--- src/rtl/uart_defs_pkg.sv ---
// Shared definitions for the UART TX arbiter: FSM encoding, byte width and
// the constant clog2 helper.
package uart_defs_pkg;

  localparam int UART_BYTE_W = 8;

  typedef enum logic [0:0] {
    ST_IDLE = 1'b0,
    ST_OWN  = 1'b1
  } arb_state_e;

  function automatic int CLOG2(input int n);
    int r;
    r = 0;
    for (int v = n - 1; v > 0; v = v >> 1) begin
      r = r + 1;
    end
    return r;
  endfunction

endpackage

--- src/rtl/uart_tx_arbiter_if.sv ---
// Byte-stream bundle between the requesters, the arbiter and the serializer.
interface uart_tx_arbiter_if #(
  parameter int NUM_REQ = 4
);
  import uart_defs_pkg::*;

  logic [NUM_REQ-1:0]             req_valid;
  logic [UART_BYTE_W*NUM_REQ-1:0] req_data;
  logic [NUM_REQ-1:0]             req_last;
  logic [NUM_REQ-1:0]             req_ready;
  logic                           tx_valid;
  logic [UART_BYTE_W-1:0]         tx_data;
  logic                           tx_ready;

  modport master (
    output req_valid, req_data, req_last, tx_ready,
    input  req_ready, tx_valid, tx_data
  );

  modport slave (
    input  req_valid, req_data, req_last, tx_ready,
    output req_ready, tx_valid, tx_data
  );

endinterface

--- src/rtl/uart_rr_pick.sv ---
// Rotating-priority picker: first asserted request at or after ptr, wrapping.
module uart_rr_pick
  import uart_defs_pkg::*;
#(
  parameter int NUM_REQ = 4
) (
  input  logic [NUM_REQ-1:0]        req,
  input  logic [CLOG2(NUM_REQ)-1:0] ptr,
  output logic                      any,
  output logic [CLOG2(NUM_REQ)-1:0] idx
);

  localparam int IDW = CLOG2(NUM_REQ);

  logic [IDW-1:0] cand_s;
  logic           hit_s;

  // Scan outward from ptr; the first hit wins and later candidates are masked.
  always_comb begin
    any    = 1'b0;
    idx    = '0;
    cand_s = '0;
    hit_s  = 1'b0;
    for (int k = 0; k < NUM_REQ; k++) begin
      cand_s = IDW'((int'(ptr) + k) % NUM_REQ);
      hit_s  = !any && req[cand_s];
      idx    = hit_s ? cand_s : idx;
      any    = any | hit_s;
    end
  end

endmodule

--- src/rtl/uart_tx_arbiter.sv ---
// Message-granular round-robin arbiter feeding one UART byte serializer
// through a one-entry output register.
module uart_tx_arbiter
  import uart_defs_pkg::*;
#(
  parameter int NUM_REQ        = 4,
  parameter int TIMEOUT_CYCLES = 12000
) (
  input  logic                      clk,
  input  logic                      resetn,
  uart_tx_arbiter_if.slave          bus,
  output logic [CLOG2(NUM_REQ)-1:0] grant_id,
  output logic                      busy,
  output logic                      timeout
);

  localparam int IDW = CLOG2(NUM_REQ);
  localparam int TW  = CLOG2(TIMEOUT_CYCLES) + 1;
  localparam logic [TW-1:0] TIMER_LAST = TW'(TIMEOUT_CYCLES - 1);

  arb_state_e             state_q;
  logic [IDW-1:0]         grant_q;
  logic [IDW-1:0]         rr_ptr_q;
  logic                   busy_q;
  logic                   timeout_q;
  logic [TW-1:0]          timer_q;
  logic                   tx_valid_q;
  logic [UART_BYTE_W-1:0] tx_data_q;

  logic                   pick_any_s;
  logic [IDW-1:0]         pick_idx_s;
  logic [NUM_REQ-1:0]     req_ready_s;
  logic                   own_valid_s;
  logic                   own_last_s;
  logic [UART_BYTE_W-1:0] own_data_s;
  logic                   accept_s;
  logic [IDW-1:0]         next_ptr_s;

  uart_rr_pick #(.NUM_REQ(NUM_REQ)) u_pick (
    .req (bus.req_valid),
    .ptr (rr_ptr_q),
    .any (pick_any_s),
    .idx (pick_idx_s)
  );

  // Owner's handshake view; the output register refills in the cycle it drains.
  always_comb begin
    own_valid_s = bus.req_valid[grant_q];
    own_last_s  = bus.req_last[grant_q];
    own_data_s  = bus.req_data[{grant_q, 3'b000} +: UART_BYTE_W];
    req_ready_s = '0;
    if (state_q == ST_OWN) begin
      req_ready_s[grant_q] = !tx_valid_q || bus.tx_ready;
    end else begin
      req_ready_s = '0;
    end
    accept_s   = own_valid_s && req_ready_s[grant_q];
    next_ptr_s = (grant_q == IDW'(NUM_REQ - 1)) ? '0 : grant_q + IDW'(1);
  end

  // Arbitration FSM, idle timer, round-robin pointer and output register.
  always_ff @(posedge clk or negedge resetn) begin
    if (!resetn) begin
      state_q    <= ST_IDLE;
      grant_q    <= '0;
      rr_ptr_q   <= '0;
      busy_q     <= 1'b0;
      timeout_q  <= 1'b0;
      timer_q    <= '0;
      tx_valid_q <= 1'b0;
      tx_data_q  <= '0;
    end else begin
      timeout_q <= 1'b0;
      if (accept_s) begin
        tx_data_q  <= own_data_s;
        tx_valid_q <= 1'b1;
      end else if (tx_valid_q && bus.tx_ready) begin
        tx_valid_q <= 1'b0;
      end
      case (state_q)
        ST_IDLE: begin
          timer_q <= '0;
          if (pick_any_s) begin
            state_q <= ST_OWN;
            grant_q <= pick_idx_s;
            busy_q  <= 1'b1;
          end
        end
        ST_OWN: begin
          if (accept_s) begin
            timer_q <= '0;
            if (own_last_s) begin
              state_q  <= ST_IDLE;
              busy_q   <= 1'b0;
              rr_ptr_q <= next_ptr_s;
            end
          end else if (!own_valid_s) begin
            // Only a silent owner ages; a stalled owner is never revoked.
            if (timer_q == TIMER_LAST) begin
              state_q   <= ST_IDLE;
              busy_q    <= 1'b0;
              rr_ptr_q  <= next_ptr_s;
              timeout_q <= 1'b1;
              timer_q   <= '0;
            end else if (timer_q != '1) begin
              timer_q <= timer_q + TW'(1);
            end
          end
        end
        default: begin
          state_q <= ST_IDLE;
          busy_q  <= 1'b0;
        end
      endcase
    end
  end

  assign bus.req_ready = req_ready_s;
  assign bus.tx_valid  = tx_valid_q;
  assign bus.tx_data   = tx_data_q;
  assign grant_id      = grant_q;
  assign busy          = busy_q;
  assign timeout       = timeout_q;

endmodule

--- src/flat_wrapper.sv ---
// flat-port wrapper written by rule: the top's interface ports become plain ports
module uart_tx_arbiter_flat import uart_defs_pkg::*;
#(
  parameter int NUM_REQ        = 4,
  parameter int TIMEOUT_CYCLES = 12000
)
  (clk, resetn, grant_id, busy, timeout, bus_req_valid, bus_req_data, bus_req_last, bus_tx_ready, bus_req_ready, bus_tx_valid, bus_tx_data);
  uart_tx_arbiter_if #(.NUM_REQ(NUM_REQ)) bus_i ();
  input  logic clk;
  input  logic resetn;
  output logic [CLOG2(NUM_REQ)-1:0] grant_id;
  output logic busy;
  output logic timeout;
  input wire logic [$bits(bus_i.req_valid)-1:0] bus_req_valid;
  input wire logic [$bits(bus_i.req_data)-1:0] bus_req_data;
  input wire logic [$bits(bus_i.req_last)-1:0] bus_req_last;
  input wire logic [$bits(bus_i.tx_ready)-1:0] bus_tx_ready;
  output wire logic [$bits(bus_i.req_ready)-1:0] bus_req_ready;
  output wire logic [$bits(bus_i.tx_valid)-1:0] bus_tx_valid;
  output wire logic [$bits(bus_i.tx_data)-1:0] bus_tx_data;
  assign bus_i.req_valid = bus_req_valid;
  assign bus_i.req_data = bus_req_data;
  assign bus_i.req_last = bus_req_last;
  assign bus_i.tx_ready = bus_tx_ready;
  assign bus_req_ready = bus_i.req_ready;
  assign bus_tx_valid = bus_i.tx_valid;
  assign bus_tx_data = bus_i.tx_data;
  uart_tx_arbiter #(.NUM_REQ(NUM_REQ), .TIMEOUT_CYCLES(TIMEOUT_CYCLES)) u_core (.clk(clk), .resetn(resetn), .bus(bus_i), .grant_id(grant_id), .busy(busy), .timeout(timeout));
endmodule
--- config.mk ---
export PLATFORM = sky130hd
export DESIGN_NAME = uart_tx_arbiter_flat
export DESIGN_NICKNAME = d
export VERILOG_FILES = /design/src/rtl/uart_defs_pkg.sv /design/src/rtl/uart_tx_arbiter_if.sv /design/src/rtl/uart_rr_pick.sv /design/src/rtl/uart_tx_arbiter.sv /design/src/flat_wrapper.sv
export SDC_FILE = /design/constraint.sdc
export NUM_CORES = 1
export LEC_CHECK = 0
export ABC_CLOCK_PERIOD_IN_PS = 4100
export CAP_MARGIN = 15
export CORE_MARGIN = 2
export CORE_UTILIZATION = 27
export CTS_BUF_LIST = sky130_fd_sc_hd__clkbuf_4 sky130_fd_sc_hd__clkbuf_8
export DETAILED_ROUTE_END_ITERATION = 12
export HOLD_SLACK_MARGIN = 0.02
export PLACE_DENSITY = 0.55
export SLEW_MARGIN = 20
export SYNTH_ARGS = -nofsm -noshare
export SYNTH_HDL_FRONTEND = slang
export SYNTH_SLANG_ARGS = --single-unit
--- constraint.sdc ---
create_clock -name clk -period 4.1 [get_ports clk]
set_clock_uncertainty 0.1 [all_clocks]
set_input_delay 0.82 -clock clk [delete_from_list [all_inputs] [get_ports clk]]
set_output_delay 0.82 -clock clk [all_outputs]
set_load 0.02 [all_outputs]
==> results of run 1 <==
## state kept, by name, indices dropped and copies added (netlist names)
name                 count
u_core.timer_q          15
u_core.bus.tx_data       8
u_core.grant_id          2
u_core.rr_ptr_q          2
u_core.bus.tx_valid      1
u_core.busy              1
u_core.state_q           1
u_core.timeout           1
## worst max-delay path by stage
stage	start	endpoint	slack, ns	cells past startpoint
2_1_floorplan	u_core.grant_id[0]	u_core.timer_q[4]	1.14	8
3_3_place_gp	bus_tx_ready	bus_req_ready[0]	0.86	4
3_5_place_dp	bus_tx_ready	bus_req_ready[0]	0.85	4
4_1_cts	bus_tx_ready	bus_req_ready[0]	0.85	4
5_1_grt	bus_tx_ready	bus_req_ready[3]	0.77	4
6_report	bus_tx_ready	bus_req_ready[0]	0.87	4
## logic make-up after synthesis
kind of cell | Yosys count
buffers and inverters | 11
AOI/OAI and AO/OA | 30
adders and majority gates | 5
DFF | 31
and+or+nand+nor | 77
muxes | 25
## worst max-delay path, stage by stage
cell and delay (ns):
clkdlybuf4s50_1 0.44, nand2b_1 0.23, and3_1 0.21, clkdlybuf4s50_1 0.60
## per-layer routing
metal,global-route usage (%),vias up
li1,-,810
met1,17.6,791
met2,20.5,45
met3,4.62,2
met4,3.26,0
met5,0,-
## cell type report
cell class	count	area share (%)
clock buffers	6	2.98
clock inverters	2	1.26
inverters	4	0.542
multi-input cells	137	40.9
flip-flops and latches	31	28.0
well taps	99	4.47
repair buffers	61	21.9
## where the power goes
| group | switching (mW) | total, mW | internal, mW |
|---|---|---|---|
| Sequential | 0.103 | 0.497 | 0.394 |
| Clock | 0.116 | 0.312 | 0.196 |
| Combinational | 0.399 | 0.830 | 0.431 |
## cells in the final DEF, fill, tap and decap left out, drive strengths merged, types with 6 or more instances in the layout
| cell type | Yosys | routed |
|---|---|---|
| clkdlybuf4s50 | 0 | 59 |
| dfrtp | 31 | 31 |
| and3 | 14 | 14 |
| nand2 | 14 | 14 |
| mux4 | 11 | 11 |
| mux2 | 11 | 11 |
| nand3 | 10 | 10 |
| nor3 | 8 | 8 |
| a21oi | 8 | 8 |
| o21ai | 8 | 8 |
| nor2 | 6 | 6 |
| clkbuf | 1 | 6 |
| nand4 | 6 | 6 |
==> impl_results.md, run 1 <==
- Max-Cap Viols: 0
- Final Hold Viols: 0
- Startpoint class of the critical path: primary input
- WL per Instance: around 14 um
- Hold Path Cell Cnt: 1
- Prevailing post-synth register cell: dfrtp_1
- Post-Route WL: 4740 um
- Ports: 60
- Crit Path Class: in -> out
- Pre-antenna DRT Iters: 4
- Root Buffer Master: clkbuf_8
- Cell with the most instances after synthesis: dfrtp_1
- P_leak: between 1 and 1.5 nW
- Initial antenna violation count: 0
- TritonCTS clock tree: done
- Post-Place Worst Slack: 0.850 ns
- Pwr Density: slightly below 600 mW/mm2
- Worst VDD drop: roughly 0.00037 V
- Synthesized net count: 227
- Diode count: 0
- Worst slew margin: 59.9%
- Final core utilization: 38.8%
- GRT Total Usage: 13.2%
- Post-synthesis mux area share: 20.6%
- DIE AREA: 0.00794 mm2
- Max Used Layer: met4
- Synth Area in XOR/XNOR: 0%
- Post-Synthesis Cells: 179
- Reg-to-Reg Start: u_core.grant_id[1]
- Cell Area, Synth: between 0.0015 and 0.002 mm2
- Cell Rows: 31
- Arrival @ worst endpoint: 2.31 ns
- Fin. max-slew vios: 0
- IO buf count: ~60
- Metal2 WL: ~2100 um
- PnR Total Power: 1.64 mW
- Async SR Flop Fraction: 100%
- Avg Cell Area, Syn: 10.9 um2
- H-tree depth: 2
- Largest family of logic cells by synthesized area: simple AND/OR/NAND/NOR gates
- Finished Cell Area: 0.00277 mm2
- Met1 WL: between 2000 and 2500 um
- First-pass GRT wire length: 8080 um
- Max Clk Rate: between 300 and 400 MHz
- Hold_buf cts: 0
- Worst setup margin: between 0.8 and 0.9 ns
- Top post-synthesis cells by count: dfrtp_1 (31), and3_1 (14), nand2_1 (14)
- Setup TNS: 0 ns
- Area growth, synth to finish: 41.7%
- Multi-input logic area: 0.00113 mm2
- Post-cts repair resize count: 0
- Crit end category: output pin
- R2R Setup Slk: 1.29 ns
- # DRC: 0
- CP required: 3.18 ns
- Worst Tran Pin Value: around 0.6 ns
- Synth area leaders: dfrtp_1 (40%), mux4_2 (13%), mux2_2 (6.3%), and3_1 (4.5%), ha_1 (3.2%)
- Tightest Hold Check Type: reg -> reg
- Chip Width: 89.1 um
- CP max FO: 7
- Post-CTS Setup Bufs: 0
- Initial drt markers: 47
- Unique masters post-synth: 43
- CORE AREA: 0.00714 mm2
- Post-synth EDFFs: 0
- Routed Antenna Nets: 0
- Clk Latency, worst-skew pair: ~0.28 ns
- Number of cells on the worst reg-to-reg path: 7
- Simple logic cell fraction of the synthesized area: 23.7%
- Post-Synth Adder-Cell Area: 3.20%
- Clock Sinks: 31
- Hold path startpoint: u_core.bus.tx_data[2]
- #FFs+latches synth: 31
- Share of layout cells above drive strength 1: between 15 and 20%
- Register Area: between 700 and 800 um2
- Largest area contributor in the netlist: dfrtp_1
- Post-synth top area share: roughly two fifths
- Routability Congestion: approximately 0.8
- Vias/cell: 4.85
- Detail Placement HPWL: 3450 um
- Placed insts: 332
- Num CTS Buffers: 5
- Met3 Wirelength: 273 um
- Fill cells: 721
- Vert. Die Dim: 89.1 um
- CTS Buffer Depth: 2
- Synth Area in Compound Gates: 10.5%
- Clk pin slew, worst setup/hold paths: around 0.07 ns
- Worst r2r dst: u_core.timer_q[4]
- Fin crit period: ~3.2 ns
- Post-placement cell area: roughly 0.0027 mm2
- Number of global-route vias before repair: 1668
- RSZ-0062 raised after global routing: no
- Final Cycle Share: 78.7%
- Final non-filler cell total: 340
- GRT overflow: 0
- Seq/Total Area, Yosys: 39.7%
- Final setup vio count: 0
- Starting Density: a little over a quarter
- Nets: 288
- Status: complete, no violations
- WHS: ~0.4 ns
- Pin count of the biggest net entering global routing: 32
- Hold path endpoint: u_core.bus.tx_data[2]
- Ys Warns: 0
- Vias: 1648
No activity file was read; power rests on OpenSTA's default activity.
==> inputs of run 2 (changes only) <==
ABC_CLOCK_PERIOD_IN_PS = 2750   (was 4100)
PLACE_DENSITY = 0.57   (was 0.55)
clock period = 2.75 ns   (was 4.1 ns; I/O delays follow)
==> impl_results.md, run 2 (synthesis gave the netlist of run 1 again) <==
- Worst r2r dst: u_core.timer_q[4] (unchanged)
- Most frequent cells in the layout: clkdlybuf4s50_1 (59), dfrtp_1 (31), and3_1 (14), nand2_1 (14) (unchanged)
- Setup crit end: bus_req_ready[2] (was bus_req_ready[0])
- Switching power of the nets: 923 uW (was 617 uW)
- Status: complete, no violations (unchanged)
- Area growth, synth to finish: 43.3% (was 41.7%)
- Reg power frac: 29.6% (was 30.3%)
- Nets: 296 (was 288)
- Initial antenna violation count: 0 (unchanged)
- Worst VDD drop: 0.000468 V (was 0.000372 V)
- TritonCTS clock tree: done (unchanged)
- Most common cell after layout, fill and taps aside: clkdlybuf4s50_1 (unchanged)
- Clk Latency, worst-skew pair: 0.28 ns (about the same)
- Clock network power share: 14.9% (was 19.0%)
- Chip Width: 89.1 um (unchanged)
- Arrival @ worst endpoint: 1.94 ns (was 2.31 ns)
- Post-Route WL: 4780 um (was 4740 um)
- Vias/cell: 4.93 (was 4.85)
- Root Buffer Master: clkbuf_8 (unchanged)
- CP delay by family, top: buffers and inverters (unchanged)
- Number of cells on the worst reg-to-reg path: 6 (was 7)
- Final non-filler cell total: 347 (was 340)
- Hold Path Cell Cnt: 1 (unchanged)
- Fin. max-slew vios: 0 (unchanged)
- Startpoint class of the critical path: primary input (unchanged)
- H-tree depth: 2 (unchanged)
- First-pass GRT wire length: 8230 um (was 8080 um)
- Vert. Die Dim: 89.1 um (unchanged)
- Clock Sinks: 31 (unchanged)
- CORE AREA: 0.00714 mm2 (unchanged)
- Max-Cap Viols: 0 (unchanged)
- Number of global-route vias before repair: 1751 (was 1668)
- DIE AREA: 0.00794 mm2 (unchanged)
- RSZ-0062 raised after global routing: no (unchanged)
- Num CTS Buffers: 5 (unchanged)
- Worst slew margin: 66.7% (was 59.9%)
- Reg-to-Reg Start: u_core.grant_id[0] (was u_core.grant_id[1])
- Worst Tran Pin Value: 0.495 ns (was 0.601 ns)
- Pre-antenna DRT Iters: 4 (unchanged)
- Max Clk Rate: 386 MHz
- Clk pin slew, worst setup/hold paths: 0.06 ns (was 0.07 ns)
- Worst path most repeated cell: clkdlybuf4s50_1 (unchanged)
- Routability Congestion: 0.815 (was 0.791)
- Final Cycle Share: approximately 94%
- Pin count of the biggest net entering global routing: 32 (unchanged)
- # DRC: 0 (unchanged)
- Tightest Hold Check Type: reg -> reg (unchanged)
- Final Hold Viols: 0 (unchanged)
- Detail Placement HPWL: 3640 um (was 3450 um)
- CP max FO: 5 (was 7)
- Post-CTS Setup Bufs: 0 (unchanged)
- WP depth: 4 (unchanged)
- Setup TNS: 0 ns (unchanged)
- Routed Antenna Nets: 0 (unchanged)
- Cell Rows: 31 (unchanged)
- P_leak: 1.22 nW (was 1.20 nW)
- Delay of the slowest critical-path stage: 0.61 ns (was 0.60 ns)
- Combinational power share: 55.5% (was 50.6%)
- Fin crit period: about 2.6 ns
- CP Launch Point: bus_tx_ready (unchanged)
- Crit-path cells: clkdlybuf4s50_1 > nand2b_1 > and3_1 > clkdlybuf4s50_1 (unchanged)
- Diode count: 0 (unchanged)
- Ports: 60 (unchanged)
- Post-cts repair resize count: 0 (unchanged)
- Slowest cell on crit path: clkdlybuf4s50_1 (unchanged)
- Net Sw Frac: 38.6% (was 37.7%)
- Biggest register: u_core.timer_q (unchanged)
- WL per Instance: 13.8 um (was 14.0 um)
- Crit Path Class: in -> out (unchanged)
- Hold_buf cts: 0 (unchanged)
- IO buf count: 59 (unchanged)
- Max FFs per register: 15 (unchanged)
- CP required: 2.10 ns (was 3.18 ns)
- Share of layout cells above drive strength 1: 18.1% (was 15.8%)
- Final setup vio count: 0 (unchanged)
- Starting Density: 27.4% (unchanged)
- Initial drt markers: 78 (was 47)
- R2R Setup Slk: 0.22 ns (was 1.29 ns)
- Pwr Density: 853 mW/mm2 (was 592 mW/mm2)
- Placed insts: 340 (was 332)
- P_int: 1.47 mW (was 1.02 mW)
- GRT overflow: 0 (unchanged)
- Crit end category: output pin (unchanged)
- CTS Buffer Depth: 2 (unchanged)
- GRT Total Usage: 13.3% (was 13.2%)
- WP buf/inv: 2 (unchanged)
- Vias: 1712 (was 1648)
[run 2: power groups by stage]
stage                     registers, mW  logic, mW  clock network (mW)
after detailed placement          0.714       1.33                   0
final                             0.706       1.33               0.357
after global placement            0.713       1.33                   0
after floorplan                   0.803      0.751                   0
after CTS                         0.709       1.34               0.370
after global routing              0.731       1.45               0.400
[run 2: stage by stage]
step	hold slack (ns)	instance area, um2	util (%)	setup slack (ns)	power [mW]
floorplan	0.154	1960	-	0.0256	1.55
global placement	0.386	2710	38.0	0.137	2.05
detailed placement	0.395	2710	38.0	0.0978	2.05
CTS	0.410	2800	39.2	0.149	2.42
global route	0.427	2800	39.2	0.00595	2.58
finish	0.404	2800	39.2	0.159	2.39
[run 2: area by class of cell]
| type | count | area (um2) |
|---|---|---|
| tap | 99 | 124 |
| clock inverter | 1 | 5.00 |
| multi-input combinational | 137 | 1130 |
| sequential | 31 | 776 |
| inverter | 4 | 15.0 |
| fill | 715 | 4340 |
| timing repair buffer | 69 | 666 |
| clock buffer | 6 | 82.6 |
[run 2: worst min path at each step]
stage | start | endpoint | slack, ns
global route | u_core.bus.tx_data[0] | u_core.bus.tx_data[0] | 0.43
CTS | u_core.bus.tx_data[0] | u_core.bus.tx_data[0] | 0.41
floorplan | resetn | u_core.bus.tx_data[0] | 0.15
global placement | u_core.bus.tx_data[3] | u_core.bus.tx_data[3] | 0.39
finish | u_core.bus.tx_data[0] | u_core.bus.tx_data[0] | 0.40
detailed placement | u_core.bus.tx_data[0] | u_core.bus.tx_data[0] | 0.39
[run 2: worst reg2reg max path, delay by kind of cell, from the launching register on]
kind | cells | cell delay [ns]
compound gates | 2 | 0.42
buf+inv | 1 | 0.29
flops | 1 | 0.48
simple gates | 2 | 0.57
mux | 1 | 0.56
[run 2: metal layers]
| metal | vias to the layer above | share of wire (%) | global-route usage (%) |
|---|---|---|---|
| li1 | 835 | - | - |
| met1 | 800 | 43 | 17.0 |
| met2 | 68 | 47 | 20.9 |
| met3 | 9 | 8.7 | 4.80 |
| met4 | 0 | 1.3 | 4.34 |
| met5 | - | 0 | 0 |
==> inputs of run 3 (changes only) <==
CTS_CLUSTER_SIZE = 14   (was unset)
SYNTH_HIERARCHICAL = 1   (was unset)
==> impl_results.md, run 3 <==
- P_int: 1.52 mW (was 1.47 mW)
- Initial antenna violation count: 0 (unchanged)
- RSZ-0062 raised after global routing: no (unchanged)
- Cell with the most instances after synthesis: dfrtp_1 (unchanged)
- Clock Sinks: 31 (unchanged)
- Post-synth top area share: 39.7% (about the same)
- GRT Total Usage: 13.6% (was 13.3%)
- Starting Density: 27.4% (about the same)
- Most frequent cells in the layout: clkdlybuf4s50_1 (59), dfrtp_1 (30), nand3_1 (22) (was clkdlybuf4s50_1 (59), dfrtp_1 (31), and3_1 (14), nand2_1 (14))
- Crit Path Class: in -> out (unchanged)
- Num CTS Buffers: 5 (unchanged)
- Initial drt markers: 85 (was 78)
- Post-synth EDFFs: 0 (unchanged)
- Max Clk Rate: 378 MHz (was 386 MHz)
- Final Hold Viols: 0 (unchanged)
- TritonCTS clock tree: done (unchanged)
- Worst setup margin: 0.104 ns (was 0.159 ns)
- Cell Rows: 31 (unchanged)
- Finished Cell Area: 0.00288 mm2 (was 0.00280 mm2)
- Final Cycle Share: 96.2% (was 94.2%)
- Detail Placement HPWL: 3810 um (was 3640 um)
- Biggest register: u_core/timer_q (was u_core.timer_q)
- Max FFs per register: 15 (unchanged)
- Routed Antenna Nets: 0 (unchanged)
- Synthesized net count: 237 (was 227)
- WL per Instance: 13.6 um (was 13.8 um)
- DIE AREA: 0.00793 mm2 (was 0.00794 mm2)
- Max-Cap Viols: 0 (unchanged)
- CORE AREA: 0.00714 mm2 (unchanged)
- Pwr Density: 850 mW/mm2 (was 853 mW/mm2)
- Arrival @ worst endpoint: 2.00 ns (was 1.94 ns)
- Hold_buf cts: 0 (unchanged)
- Fin crit period: 2.65 ns (was 2.59 ns)
- # DRC: 0 (unchanged)
- Nets: 315 (was 296)
- Clock network power share: 15.6% (was 14.9%)
- Area growth, synth to finish: 47.4% (was 43.3%)
- Seq/Total Area, Yosys: 39.7% (about the same)
- Reg power frac: 29.0% (was 29.6%)
- Most common cell after layout, fill and taps aside: clkdlybuf4s50_1 (unchanged)
- IO buf count: 59 (unchanged)
- Worst slew margin: 68.9% (was 66.7%)
- GRT overflow: 0 (unchanged)
- Register Area: 777 um2 (was 776 um2)
- Post-Place Worst Slack: -0.0402 ns (was 0.0978 ns)
- Final setup vio count: 0 (unchanged)
- Clk Latency, worst-skew pair: 0.29 ns (was 0.28 ns)
- Diode count: 0 (unchanged)
- Worst VDD drop: 0.000455 V (was 0.000468 V)
- Fill cells: 732 (was 715)
- Post-cts repair resize count: 0 (unchanged)
- Prevailing post-synth register cell: dfrtp_1 (unchanged)
- Synth area leaders: dfrtp_1 (40%), mux4_2 (12%), mux2_2 (6.3%), nand3_1 (5.6%), o21ai_0 (3.6%) (was dfrtp_1 (40%), mux4_2 (13%), mux2_2 (6.3%), and3_1 (4.5%), ha_1 (3.2%))
- Status: complete, no violations (unchanged)
- Multi-input logic area: 0.00111 mm2 (was 0.00113 mm2)
- Fin. max-slew vios: 0 (unchanged)
- Share of layout cells above drive strength 1: 20.5% (was 18.1%)
- Number of global-route vias before repair: 1828 (was 1751)
- Root Buffer Master: clkbuf_8 (unchanged)
- Ys Warns: 6 (was 0)
- CTS Buffer Depth: 2 (unchanged)
- CP max FO: 7 (was 5)
- Crit end category: output pin (unchanged)
- Post-placement cell area: 0.00278 mm2 (was 0.00271 mm2)
- Switching power of the nets: 928 uW (was 923 uW)
- Post-Route WL: 4980 um (was 4780 um)
- Largest area contributor in the netlist: dfrtp_1 (unchanged)
- Post-CTS Setup Bufs: 0 (unchanged)
- WHS: 0.407 ns (was 0.404 ns)
- CP required: 2.10 ns (about the same)
- Cell Area, Synth: 0.00195 mm2 (about the same)
- Vert. Die Dim: 89.1 um (about the same)
- P_leak: 1.18 nW (was 1.22 nW)
- Chip Width: 89.1 um (about the same)
- Combinational power share: 55.4% (was 55.5%)
- First-pass GRT wire length: 8420 um (was 8230 um)
- Net Sw Frac: 37.9% (was 38.6%)
- Pre-antenna DRT Iters: 4 (unchanged)
- Routability Congestion: 0.865 (was 0.815)
- Tightest Hold Check Type: reg -> reg (unchanged)
- Worst Tran Pin Value: 0.463 ns (was 0.495 ns)
- Unique masters post-synth: 42 (was 43)
- Clk pin slew, worst setup/hold paths: 0.06 ns (about the same)
- Pin count of the biggest net entering global routing: 32 (unchanged)
- Startpoint class of the critical path: primary input (unchanged)
- Vias/cell: 4.98 (was 4.93)
- Post-Synthesis Cells: 189 (was 179)
- Avg Cell Area, Syn: 10.3 um2 (was 10.9 um2)
- Ports: 60 (unchanged)
- Async SR Flop Fraction: 100% (unchanged)
- Top post-synthesis cells by count: dfrtp_1 (31), nand3_1 (22), o21ai_0 (14) (was dfrtp_1 (31), and3_1 (14), nand2_1 (14))
- H-tree depth: 2 (unchanged)
- #FFs+latches synth: 31 (unchanged)
- Vias: 1826 (was 1712)
-- run 3: worst paths after layout --
check	to	start	slack, ns	cells after the start
max	bus_req_ready[0]	bus_tx_ready	0.10	4
min	u_core/bus.tx_data[0]	u_core/bus.tx_data[0]	0.41	1
max reg2reg	u_core/rr_ptr_q[1]	u_core/grant_id[1]	0.25	7
min reg2reg	u_core/bus.tx_data[0]	u_core/bus.tx_data[0]	0.41	1
max in group asynchronous	u_core/grant_id[0]	resetn	1.68	2
min in group asynchronous	u_core/timeout	resetn	0.55	2
-- run 3: cell families after synthesis --
group / Yosys count / synth area share [%]
compound gates: 38 / 12.5
fa+ha+maj: 5 / 3.20
buf+inv: 17 / 3.52
flops: 31 / 39.7
mux: 22 / 19.2
simple gates: 76 / 21.8
-- run 3: power by group through the flow --
| stage | combinational [mW] | clock (mW) | sequential [mW] |
|---|---|---|---|
| global placement | 1.36 | 0 | 0.716 |
| floorplan | 0.742 | 0 | 0.783 |
| CTS | 1.37 | 0.400 | 0.711 |
| detailed placement | 1.36 | 0 | 0.719 |
| global route | 1.48 | 0.417 | 0.736 |
| finish | 1.35 | 0.383 | 0.709 |
-- run 3: critical path, stage by stage --
cell	delay (ns)
clkdlybuf4s50_1	0.45
nand2b_1	0.21
and3_1	0.19
clkdlybuf4s50_1	0.60
-- run 3: area by class of cell --
type / instances / share of cell area, %
clock buffer: 7 / 3.13
timing repair buffer: 79 / 25.7
inverter: 9 / 1.17
sequential: 31 / 27.0
multi-input combinational: 141 / 38.5
clock inverter: 1 / 0.174
tap: 99 / 4.30
-- run 3: per-layer routing --
layer	wire length [um]	track usage (%)	vias to the layer above
met3	370	5.08	6
met4	57	3.66	0
met2	2430	22.6	59
met1	2120	16.8	888
met5	0	0	-
li1	-	-	873
-- run 3: per-stage QoR --
stage	setup TNS (ns)	total power [mW]	util, %	instances
finish	0	2.45	40.3	367
global route	0	2.63	40.3	367
CTS	0	2.49	40.3	367
detailed placement	-0.173	2.08	39.0	359
global placement	-0.000292	2.08	39.0	359
floorplan	0	1.53	-	189
